`config.mk`:
```
export PLATFORM = sky130hd
export DESIGN_NAME = glb_core_pcfg_dma
export DESIGN_NICKNAME = d
export VERILOG_FILES = /design/src/rtl/glb_core_pcfg_dma.sv
export SDC_FILE = /design/constraint.sdc
export NUM_CORES = 1
export LEC_CHECK = 0
export ABC_AREA = 0
export BUFFER_PORTS_ARGS = -buffer_cell sky130_fd_sc_hd__buf_2
export CAP_MARGIN = 40
export CORE_ASPECT_RATIO = 0.6
export CORE_MARGIN = 3
export CORE_UTILIZATION = 50
export CTS_CLUSTER_SIZE = 10
export DETAILED_ROUTE_END_ITERATION = 16
export PLACE_DENSITY = 0.87
export SYNTH_ARGS = -nofsm -noshare
export SYNTH_HDL_FRONTEND = slang
export SYNTH_SLANG_ARGS = --single-unit
```
`constraint.sdc`:
```
create_clock -name clk -period 3.6 [get_ports clk]
set_clock_uncertainty 0.1 [all_clocks]
set_input_delay 0.18 -clock clk [delete_from_list [all_inputs] [get_ports clk]]
set_output_delay 0.18 -clock clk [all_outputs]
set_load 0.05 [all_outputs]
```
`src/rtl/glb_core_pcfg_dma.sv`:
```
// glb_core_pcfg_dma: parallel-config read sequencer that streams bank reads into CGRA config writes
// Ports:
//   clk, reset_n                 tile clock, asynchronous active-low reset
//   cfg_start_addr, cfg_num_words first byte address and word count, sampled on an accepted start
//   pcfg_start_pulse             one-cycle start request, honoured only while idle
//   rdrq_rd_en, rdrq_rd_addr     bank read request (registered)
//   rdrs_rd_data(_valid)         bank read response
//   cgra_cfg_wr/_addr/_data      configuration write unpacked from each response (registered)
//   pcfg_busy, pcfg_done_pulse   run in progress, one-cycle completion interrupt
//   pcfg_err_spurious            sticky flag for responses that arrive with nothing outstanding
module glb_core_pcfg_dma #(
    parameter int GLB_ADDR_WIDTH      = 19,
    parameter int BANK_DATA_WIDTH     = 64,
    parameter int CGRA_CFG_ADDR_WIDTH = 32,
    parameter int CGRA_CFG_DATA_WIDTH = 32,
    parameter int MAX_OUTSTANDING     = 8,
    parameter int NUM_WORDS_WIDTH     = 16
) (
    input  logic                           clk,
    input  logic                           reset_n,
    input  logic [GLB_ADDR_WIDTH-1:0]      cfg_start_addr,
    input  logic [NUM_WORDS_WIDTH-1:0]     cfg_num_words,
    input  logic                           pcfg_start_pulse,
    output logic                           rdrq_rd_en,
    output logic [GLB_ADDR_WIDTH-1:0]      rdrq_rd_addr,
    input  logic [BANK_DATA_WIDTH-1:0]     rdrs_rd_data,
    input  logic                           rdrs_rd_data_valid,
    output logic                           cgra_cfg_wr,
    output logic [CGRA_CFG_ADDR_WIDTH-1:0] cgra_cfg_addr,
    output logic [CGRA_CFG_DATA_WIDTH-1:0] cgra_cfg_data,
    output logic                           pcfg_busy,
    output logic                           pcfg_done_pulse,
    output logic                           pcfg_err_spurious
);
    localparam int OW = $clog2(MAX_OUTSTANDING) + 1;
    localparam logic [OW-1:0] MAX_OS = OW'(MAX_OUTSTANDING);
    localparam logic [GLB_ADDR_WIDTH-1:0] STRIDE = GLB_ADDR_WIDTH'(BANK_DATA_WIDTH / 8);
    localparam logic [NUM_WORDS_WIDTH-1:0] ONE = NUM_WORDS_WIDTH'(1);
    typedef enum logic [1:0] {IDLE, REQ, DRAIN, DONE} state_t;
    state_t                     state;
    logic [GLB_ADDR_WIDTH-1:0]  addr;
    logic [NUM_WORDS_WIDTH-1:0] req_rem;
    logic [NUM_WORDS_WIDTH-1:0] rsp_rem;
    logic [OW-1:0]              outst;
    logic                       rsp_ok;
    logic                       slot_free;
    // outst counts requests whose request cycle has completed; the request on the
    // wire this cycle still occupies a slot, while a same-cycle response frees one only next cycle
    assign rsp_ok    = rdrs_rd_data_valid && (outst != '0);
    assign slot_free = (outst + OW'(rdrq_rd_en)) < MAX_OS;
    always_ff @(posedge clk or negedge reset_n) begin
        if (!reset_n) begin
            state             <= IDLE;
            addr              <= '0;
            req_rem           <= '0;
            rsp_rem           <= '0;
            outst             <= '0;
            rdrq_rd_en        <= 1'b0;
            rdrq_rd_addr      <= '0;
            cgra_cfg_wr       <= 1'b0;
            cgra_cfg_addr     <= '0;
            cgra_cfg_data     <= '0;
            pcfg_busy         <= 1'b0;
            pcfg_done_pulse   <= 1'b0;
            pcfg_err_spurious <= 1'b0;
        end else begin
            rdrq_rd_en      <= 1'b0;
            pcfg_done_pulse <= 1'b0;
            cgra_cfg_wr     <= rsp_ok;
            outst           <= outst + OW'(rdrq_rd_en) - OW'(rsp_ok);
            case (state)
                IDLE: if (pcfg_start_pulse) begin
                    pcfg_busy         <= 1'b1;
                    pcfg_err_spurious <= 1'b0;
                    if (cfg_num_words == '0) begin
                        state           <= DONE;
                        pcfg_done_pulse <= 1'b1;
                    end else begin
                        // the first request goes out with the start so it appears one cycle later
                        rdrq_rd_en   <= 1'b1;
                        rdrq_rd_addr <= cfg_start_addr;
                        addr         <= cfg_start_addr + STRIDE;
                        req_rem      <= cfg_num_words - ONE;
                        rsp_rem      <= cfg_num_words;
                        state        <= (cfg_num_words == ONE) ? DRAIN : REQ;
                    end
                end
                REQ: if (slot_free) begin
                    rdrq_rd_en   <= 1'b1;
                    rdrq_rd_addr <= addr;
                    addr         <= addr + STRIDE;
                    req_rem      <= req_rem - ONE;
                    if (req_rem == ONE) state <= DRAIN;
                end
                DRAIN: if (rsp_rem == '0) begin
                    state           <= DONE;
                    pcfg_done_pulse <= 1'b1;
                end
                DONE: begin
                    pcfg_busy <= 1'b0;
                    state     <= IDLE;
                end
                default: state <= IDLE;
            endcase
            if (rsp_ok) begin
                cgra_cfg_addr <= rdrs_rd_data[BANK_DATA_WIDTH-1 -: CGRA_CFG_ADDR_WIDTH];
                cgra_cfg_data <= rdrs_rd_data[CGRA_CFG_DATA_WIDTH-1:0];
                rsp_rem       <= rsp_rem - ONE;
            end else if (rdrs_rd_data_valid) begin
                pcfg_err_spurious <= 1'b1;
            end
        end
    end
endmodule

```
==> flow_summary.rst, run 1 <==
.. list-table::
   :header-rows: 1

   * - Metric
     - Value
   * - Status
     - finished clean
   * - Sort of element at the end of the critical path
     - flip-flop
   * - First-pass GRT wire length
     - 36000 µm
   * - Count of final setup violators
     - 0
   * - EDFF count, synth
     - 0
   * - CTS resizes
     - 0
   * - Sequential fraction of the synthesis area
     - 47.8%
   * - Share of the clock period used by the worst path
     - 85.6%
   * - P_leak
     - 4.91 nW
   * - Post-synth top area cell
     - sky130_fd_sc_hd__dfrtp_1
   * - RR Endpoint
     - addr[17]$_DFFE_PN0P_
   * - Hold/Removal Path Class
     - in -> reg
   * - Biggest area contributors in the synthesized netlist
     - sky130_fd_sc_hd__dfrtp_1, sky130_fd_sc_hd__nand2_1, sky130_fd_sc_hd__o21ai_0
   * - Share of post-route cells with drive strength above 1
     - 23.6%
   * - Count of input and output buffers
     - 190
   * - Number of antenna-violating nets in the routed design
     - 0
   * - Setup total negative slack
     - 0 ps
   * - Post-synthesis compound-gate area fraction
     - 12.9%
   * - Cell chain of the critical path
     - inv_1, ha_1, nand2_1, a22oi_4, and2_1, buf_12, o21ai_0, a311oi_1
   * - Number of buffers between clock root and the deepest sink
     - 2
   * - Number of antenna violations at the first check in global routing
     - 3
   * - Total power per unit cell area
     - 666 nW/µm²
   * - Final cell utilization of the core
     - 68.1%
   * - TritonCTS clock tree
     - yes
   * - Pin count of the biggest net entering global routing
     - 87
   * - Post-synth top flop
     - sky130_fd_sc_hd__dfrtp_1
   * - Worst EP required
     - 3810 ps
   * - Delay of the slowest critical-path stage
     - 550 ps
   * - Main combinational cell family by area after synthesis
     - simple AND/OR/NAND/NOR gates
   * - Simple-gate portion of the synthesized area
     - 25.3%
   * - Initial detailed-routing violation count
     - 805
   * - Number of nets in the synthesized netlist
     - 958
   * - Root cell of the clock tree
     - sky130_fd_sc_hd__clkbuf_16
   * - Worst-Margin Slew
     - 814 ps
   * - DP Wirelength
     - 14600 µm
   * - Startpoint of the lowest-slack register-to-register path
     - state[0]$_DFFE_PN0P_
   * - Data arrival, critical path
     - 3290 ps
   * - Startpoint Class
     - flip-flop
   * - Routed length per placed instance
     - 17.6 µm
   * - Max_cap viols
     - 0
   * - Aggregate routed wire length
     - 22900 µm
   * - Clock latency reported for the late side of the worst-skew pair
     - 410 ps
   * - Number of H-tree branching levels
     - 4
   * - Share of synthesized registers carrying an async set or reset
     - 100%
   * - Cell depth of the worst flop-to-flop path
     - 8
   * - Floorplan row count
     - 34
   * - Share of Yosys cell area claimed by the top area cell type
     - 47.8%
   * - Synthesized flop and latch total
     - 145
   * - Worst slew margin relative to its limit
     - 45.7%
   * - Time the final worst path needs with I/O delays and setup
     - 3080 ps
   * - Critical path peak fanout
     - 27
   * - Starting utilization of the core area
     - 51.7%
   * - Overall routing resource usage
     - 26.9%
   * - Sinks on Clock Net
     - 145
   * - Routability congestion estimate
     - 0.904
   * - Worst-path cell with the longest stage delay
     - sky130_fd_sc_hd__a22oi_4
   * - Adder-cell area share of the yosys netlist
     - 2.64%
   * - Warning count from the yosys run
     - 0
   * - Total standard cell area after synthesis
     - 7590 µm²
   * - Unique masters post-synth
     - 65
   * - First-pass DRT Iterations
     - 5
   * - Total count of hold-check failures in the final report
     - 0
   * - Final non-filler cell area
     - 9990 µm²
   * - Achievable frequency
     - 0.325 GHz
   * - Count of unresolved DRC violations after routing
     - 0
   * - CTS buffer count
     - 17
   * - Worst setup startpoint
     - state[0]$_DFFE_PN0P_
   * - Multiplexer area fraction after synthesis
     - 4.05%
   * - Register clock-pin slew on the reported worst setup and hold paths
     - 70 ps
   * - Final layout net count
     - 1208
   * - Fraction of synthesized cell area in xor and xnor cells
     - 3.23%
   * - Area post-placement
     - 8660 µm²
   * - Hold Path Cell Cnt
     - 3
   * - Floorplan Core Area
     - 14700 µm²
   * - Count of mapped cells out of synthesis
     - 839
   * - Reg2Reg Setup Slack
     - 520 ps
   * - Vias per Instance
     - 5.74
   * - Via count of the first global-routing pass
     - 7011
   * - Setup repair after global routing missed its margin
     - false
   * - Crit Path Class
     - reg -> reg
   * - Area added between synthesis and finish
     - 31.6%
   * - Fin. max-slew vios
     - 0
   * - Overflow after GRT
     - 0
   * - Worst setup endpoint
     - addr[17]$_DFFE_PN0P_
   * - Number of vias in the routed layout
     - 7479
   * - Vertical die dimension
     - 101 µm
   * - Top Ports
     - 191
   * - Peak supply drop
     - 469 µV
   * - Mean cell area of the mapped netlist
     - 9.05 µm²
   * - Die area
     - 16700 µm²
   * - Horizontal die dimension
     - 165 µm
-- worst min path at each step --
stage	endpoint	slack, ps	start
floorplan	addr[0]$_DFFE_PN0P_	-220	reset_n
CTS	rdrq_rd_addr[9]$_DFFE_PN0P_	3	cfg_start_addr[9]
global placement	cgra_cfg_data[4]$_DFFE_PN0P_	190	reset_n
global route	addr[10]$_DFFE_PN0P_	10	cfg_start_addr[10]
detailed placement	cgra_cfg_data[10]$_DFFE_PN0P_	200	reset_n
finish	rdrq_rd_addr[13]$_DFFE_PN0P_	20	cfg_start_addr[13]
-- through the flow --
step | instances | total power, mW | worst slack, ps | hold WS [ps]
after global routing | 1303 | 7.00 | 405 | 10.5
final | 1303 | 6.65 | 519 | 15.9
after detailed placement | 1192 | 4.83 | 668 | 205
after floorplan | 839 | 4.19 | 896 | -216
after global placement | 1192 | 4.74 | 818 | 189
after CTS | 1299 | 6.60 | 630 | 2.70
-- state kept, by name, indices dropped and copies added, names as in the netlist, 2 cells and up --
name	count
addr	19
cgra_cfg_addr	32
cgra_cfg_data	32
outst	4
rdrq_rd_addr	19
req_rem	16
rsp_rem	16
state	2
-- layer usage --
layer  part of all wire, %  track usage (%)  up-vias
li1                      -                -     3428
met1                    43             38.1     3588
met2                    46             40.4      424
met3                   9.4             6.42       39
met4                   2.3             9.92        0
met5                     0                0        -
-- cells in the final DEF, fill, tap and decap left out, types with 10 or more instances in the layout --
cell	count
sky130_fd_sc_hd__a221oi_1	13
sky130_fd_sc_hd__o21ai_0	46
sky130_fd_sc_hd__inv_1	17
sky130_fd_sc_hd__nor2_1	47
sky130_fd_sc_hd__nand3_1	28
sky130_fd_sc_hd__mux2i_1	21
sky130_fd_sc_hd__nand2_1	246
sky130_fd_sc_hd__a21oi_1	18
sky130_fd_sc_hd__nor3_1	18
sky130_fd_sc_hd__xnor2_1	24
sky130_fd_sc_hd__buf_2	189
sky130_fd_sc_hd__dlygate4sd3_1	75
sky130_fd_sc_hd__clkbuf_16	17
sky130_fd_sc_hd__dfrtp_1	145
sky130_fd_sc_hd__ha_1	15
sky130_fd_sc_hd__nand4_1	22
sky130_fd_sc_hd__nand3b_1	10
-- logic make-up (layout without fill, tap and decap cells) --
| family | after synthesis | count (layout) |
|---|---|---|
| AND/OR/NAND/NOR | 417 | 417 |
| flip-flops | 145 | 145 |
| AO/OA/AOI/OAI | 142 | 142 |
| buffers and inverters | 62 | 325 |
| multiplexers | 29 | 29 |
| XOR/XNOR | 28 | 28 |
| adder cells (fa/ha/maj) | 16 | 16 |
| other | 0 | 3 |
-- critical path, delay by kind of cell, from the launching register on --
kind,cells,cell delay [ps]
fa+ha+maj,1,360
buf+inv,2,400
compound gates,3,920
flops,1,410
simple gates,2,790
-- layout make-up --
cell class	count	area [µm²]
Timing Repair Buffer	275	1820
Antenna cell	3	7.51
Sequential cell	145	3630
Tap cell	198	248
Fill cell	1111	4680
Clock inverter	14	130
Multi-Input combinational cell	632	3660
Clock buffer	18	439
Inverter	18	67.6
-- repair_timing --
item / in CTS / in global routing
setup endpoints to repair: 0 / 0
hold buffers: 75 / 0
endpoints found under the hold margin: 161 / 0
setup buffers: 0 / 0
-- synth_stat cells (3+ instances only) --
| cell type | number |
|---|---|
| sky130_fd_sc_hd__inv_1 | 17 |
| sky130_fd_sc_hd__nand3b_1 | 10 |
| sky130_fd_sc_hd__dfrtp_1 | 145 |
| sky130_fd_sc_hd__o211ai_1 | 7 |
| sky130_fd_sc_hd__nor2_1 | 47 |
| sky130_fd_sc_hd__a311oi_1 | 8 |
| sky130_fd_sc_hd__nand2b_1 | 5 |
| sky130_fd_sc_hd__nand2_1 | 246 |
| sky130_fd_sc_hd__nor3b_1 | 3 |
| sky130_fd_sc_hd__nor2b_1 | 3 |
| sky130_fd_sc_hd__o2bb2ai_1 | 4 |
| sky130_fd_sc_hd__a21oi_1 | 18 |
| sky130_fd_sc_hd__clkbuf_1 | 19 |
| sky130_fd_sc_hd__mux2i_1 | 21 |
| sky130_fd_sc_hd__a211oi_1 | 4 |
| sky130_fd_sc_hd__a21o_1 | 5 |
| sky130_fd_sc_hd__or4_1 | 3 |
| sky130_fd_sc_hd__buf_2 | 13 |
| sky130_fd_sc_hd__o311ai_0 | 4 |
| sky130_fd_sc_hd__o21ai_0 | 46 |
| sky130_fd_sc_hd__nor4_1 | 8 |
| sky130_fd_sc_hd__buf_4 | 3 |
| sky130_fd_sc_hd__o31ai_1 | 3 |
| sky130_fd_sc_hd__mux2_2 | 6 |
| sky130_fd_sc_hd__xor2_1 | 4 |
| sky130_fd_sc_hd__a221oi_1 | 13 |
| sky130_fd_sc_hd__o21ai_1 | 4 |
| sky130_fd_sc_hd__xnor2_1 | 24 |
| sky130_fd_sc_hd__nand4_1 | 22 |
| sky130_fd_sc_hd__o32ai_1 | 3 |
| sky130_fd_sc_hd__and3_1 | 5 |
| sky130_fd_sc_hd__nor3_1 | 18 |
| sky130_fd_sc_hd__ha_1 | 16 |
| sky130_fd_sc_hd__nand3_1 | 28 |
| sky130_fd_sc_hd__and2_1 | 3 |
| sky130_fd_sc_hd__buf_6 | 7 |
| sky130_fd_sc_hd__a21boi_0 | 3 |
-- power by group --
group | leakage (nW) | internal (mW) | switching [mW]
sequential | 1.81 | 1.99 | 0.298
combinational | 2.83 | 0.770 | 1.89
clock | 0.266 | 0.977 | 0.734
total | 4.91 | 3.73 | 2.92
Power figures use the tool's default switching activity.
==> inputs of run 2 (changes only) <==
Settings changed: PLACE_DENSITY 0.87 to 0.84.
==> run 2 against run 1 <==
Compared with the run above:
- global-route usage down 1.1 points
- first-iteration DRC count down 8.6%
- final area up 0.50%
- combinational power about the same
- clock-buffer cell count down 1
- critical path depth up 1
- routed wire length down 5.6%
- largest power group unchanged
==> flow_summary.rst, run 2 (same netlist as run 1, synthesis figures left out) <==
.. list-table::
   :header-rows: 1

   * - Metric
     - Value
   * - Status
     - finished clean
   * - Setup ws final
     - 562 ps
   * - Worst slew margin relative to its limit
     - 41.2%
   * - Total power per unit cell area
     - 658 nW/µm²
   * - Share of post-route cells with drive strength above 1
     - 23.6%
   * - Top Ports
     - 191
   * - Final layout net count
     - 1213
   * - Area added between synthesis and finish
     - 32.3%
   * - Routability congestion estimate
     - 0.886
   * - Time the final worst path needs with I/O delays and setup
     - 3040 ps
   * - Root cell of the clock tree
     - sky130_fd_sc_hd__clkbuf_16
   * - Vias per Instance
     - 5.51
   * - Floorplan row count
     - 34
   * - Aggregate routed wire length
     - 21600 µm
   * - Count of input and output buffers
     - 190
   * - P_leak
     - 4.93 nW
   * - Vertical die dimension
     - 101 µm
   * - Final cell utilization of the core
     - 68.4%
   * - Destination of the worst hold path
     - rdrq_rd_addr[17]$_DFFE_PN0P_
   * - Initial detailed-routing violation count
     - 736
   * - Number of buffers between clock root and the deepest sink
     - 2
   * - Number of vias in the routed layout
     - 7192
   * - Number of antenna-violating nets in the routed design
     - 0
   * - Count of buffer and inverter cells on the critical path
     - 2
   * - Cell depth of the worst flop-to-flop path
     - 9
   * - Reg2Reg Setup Slack
     - 560 ps
   * - Worst setup startpoint
     - state[1]$_DFFE_PN0P_
   * - Registers with the highest flip-flop counts
     - cgra_cfg_addr: 32 flops, cgra_cfg_data: 32 flops
   * - Starting utilization of the core area
     - 51.7%
   * - Peak supply drop
     - 328 µV
   * - Horizontal die dimension
     - 165 µm
   * - Share of the clock period used by the worst path
     - 84.4%
   * - Worst-Margin Slew
     - 876 ps
   * - Hold path startpoint
     - cfg_start_addr[17]
   * - TritonCTS clock tree
     - yes
   * - Data arrival, critical path
     - 3250 ps
   * - Final instance count without filler cells
     - 1306
   * - Setup total negative slack
     - 0 ps
   * - Number of antenna violations at the first check in global routing
     - 0
   * - Total count of hold-check failures in the final report
     - 0
   * - CTS resizes
     - 0
   * - Setup repair after global routing missed its margin
     - false
   * - Achievable frequency
     - 0.329 GHz
   * - DP Wirelength
     - 14200 µm
   * - Die area
     - 16700 µm²
   * - Most frequent standard cell in the layout excluding fill and tap cells
     - sky130_fd_sc_hd__nand2_1
   * - Critical path peak fanout
     - 65
   * - Overall routing resource usage
     - 25.8%
   * - Fin. max-slew vios
     - 0
   * - Number of H-tree branching levels
     - 4
   * - Post-placement cell count
     - 1193
   * - Kind of cell adding the most delay to the critical path
     - compound AO/OA/AOI/OAI gates
   * - Crit Path Class
     - reg -> reg
   * - Worst-path cell with the longest stage delay
     - sky130_fd_sc_hd__ha_2
   * - Startpoint of the lowest-slack register-to-register path
     - state[1]$_DFFE_PN0P_
   * - Pin count of the biggest net entering global routing
     - 77
   * - Floorplan Core Area
     - 14700 µm²
   * - Routed length per placed instance
     - 16.6 µm
   * - Sort of element at the end of the critical path
     - flip-flop
   * - Count of final setup violators
     - 0
   * - Via count of the first global-routing pass
     - 6717
   * - Worst hold margin
     - 15.9 ps
   * - Max_cap viols
     - 0
   * - Final non-filler cell area
     - 10000 µm²
   * - CTS buffer count
     - 17
   * - Power Total
     - 6.61 mW
   * - Most frequent cell on the critical path
     - sky130_fd_sc_hd__nand3_1
   * - Pre-CTS WS
     - 614 ps
   * - Worst path depth
     - 9
   * - Sinks on Clock Net
     - 145
   * - Area post-placement
     - 8680 µm²
   * - Count of unresolved DRC violations after routing
     - 0
   * - Register clock-pin slew on the reported worst setup and hold paths
     - 70 ps
   * - Fill cell total of the finished layout
     - 1110
   * - Overflow after GRT
     - 0
   * - First-pass GRT wire length
     - 34400 µm
   * - Cell chain of the critical path
     - inv_1, ha_2, buf_12, nand3_1, a22oi_2, nand3_1, xnor2_1, nor3_1, a311oi_1
   * - Hold Path Cell Cnt
     - 3
   * - Delay of the slowest critical-path stage
     - 500 ps
   * - Clock latency reported for the late side of the worst-skew pair
     - 420 ps
   * - Worst EP required
     - 3820 ps
   * - Commonest non-fill, non-tap cells in the layout
     - sky130_fd_sc_hd__nand2_1, sky130_fd_sc_hd__buf_2, sky130_fd_sc_hd__dfrtp_1
   * - RR Endpoint
     - addr[14]$_DFFE_PN0P_
   * - First-pass DRT Iterations
     - 5
   * - Hold/Removal Path Class
     - in -> reg
   * - Startpoint Class
     - flip-flop
## run 2: cell count changes in the layout (fill, tap and decap cells not counted), moves of 2 or more
cell                            before  now
sky130_fd_sc_hd__clkinv_2            2    0
sky130_fd_sc_hd__inv_8               0    4
sky130_fd_sc_hd__dlygate4sd3_1      75   79
sky130_fd_sc_hd__diode_2             3    1
## run 2: power by group
group	switching, mW	total (mW)	leakage, nW	internal, mW
clock network	0.789	1.70	0.268	0.916
logic	1.87	2.64	2.86	0.765
registers	0.281	2.27	1.81	1.99
## run 2: worst min-delay path: cells and delay by family
kind            cells  cell delay, ps
buf+inv             1             100
compound gates      1             140
mux                 1              70
## run 2: worst max path at each step
stage,end,slack [ps]
after global routing,addr[14]$_DFFE_PN0P_,310
after global placement,addr[14]$_DFFE_PN0P_,750
after detailed placement,addr[14]$_DFFE_PN0P_,610
final,addr[14]$_DFFE_PN0P_,560
after CTS,addr[14]$_DFFE_PN0P_,600
after floorplan,addr[15]$_DFFE_PN0P_,900
## run 2: layout make-up
class                      count  area, µm²  share of cell area (%)
tap                          198        248                    2.47
clock buffer                  17        425                    4.24
inverter                      18       67.6                   0.673
clock inverter                15        144                    1.43
timing repair buffer         280       1870                    18.6
antenna                        1       2.50                  0.0249
multi-input combinational    632       3660                    36.4
sequential                   145       3630                    36.1
## run 2: repair_timing
item / in CTS / in global routing
setup buffers: 0 / 0
hold buffers: 79 / 0
endpoints found under the hold margin: 187 / 0
## run 2: metal layers
layer | vias up | track usage [%] | wire length, µm
met5 | - | 0 | 0
li1 | 3459 | - | -
met3 | 41 | 6.74 | 1940
met2 | 318 | 38.6 | 9660
met4 | 0 | 8.05 | 470
met1 | 3374 | 37.0 | 9570
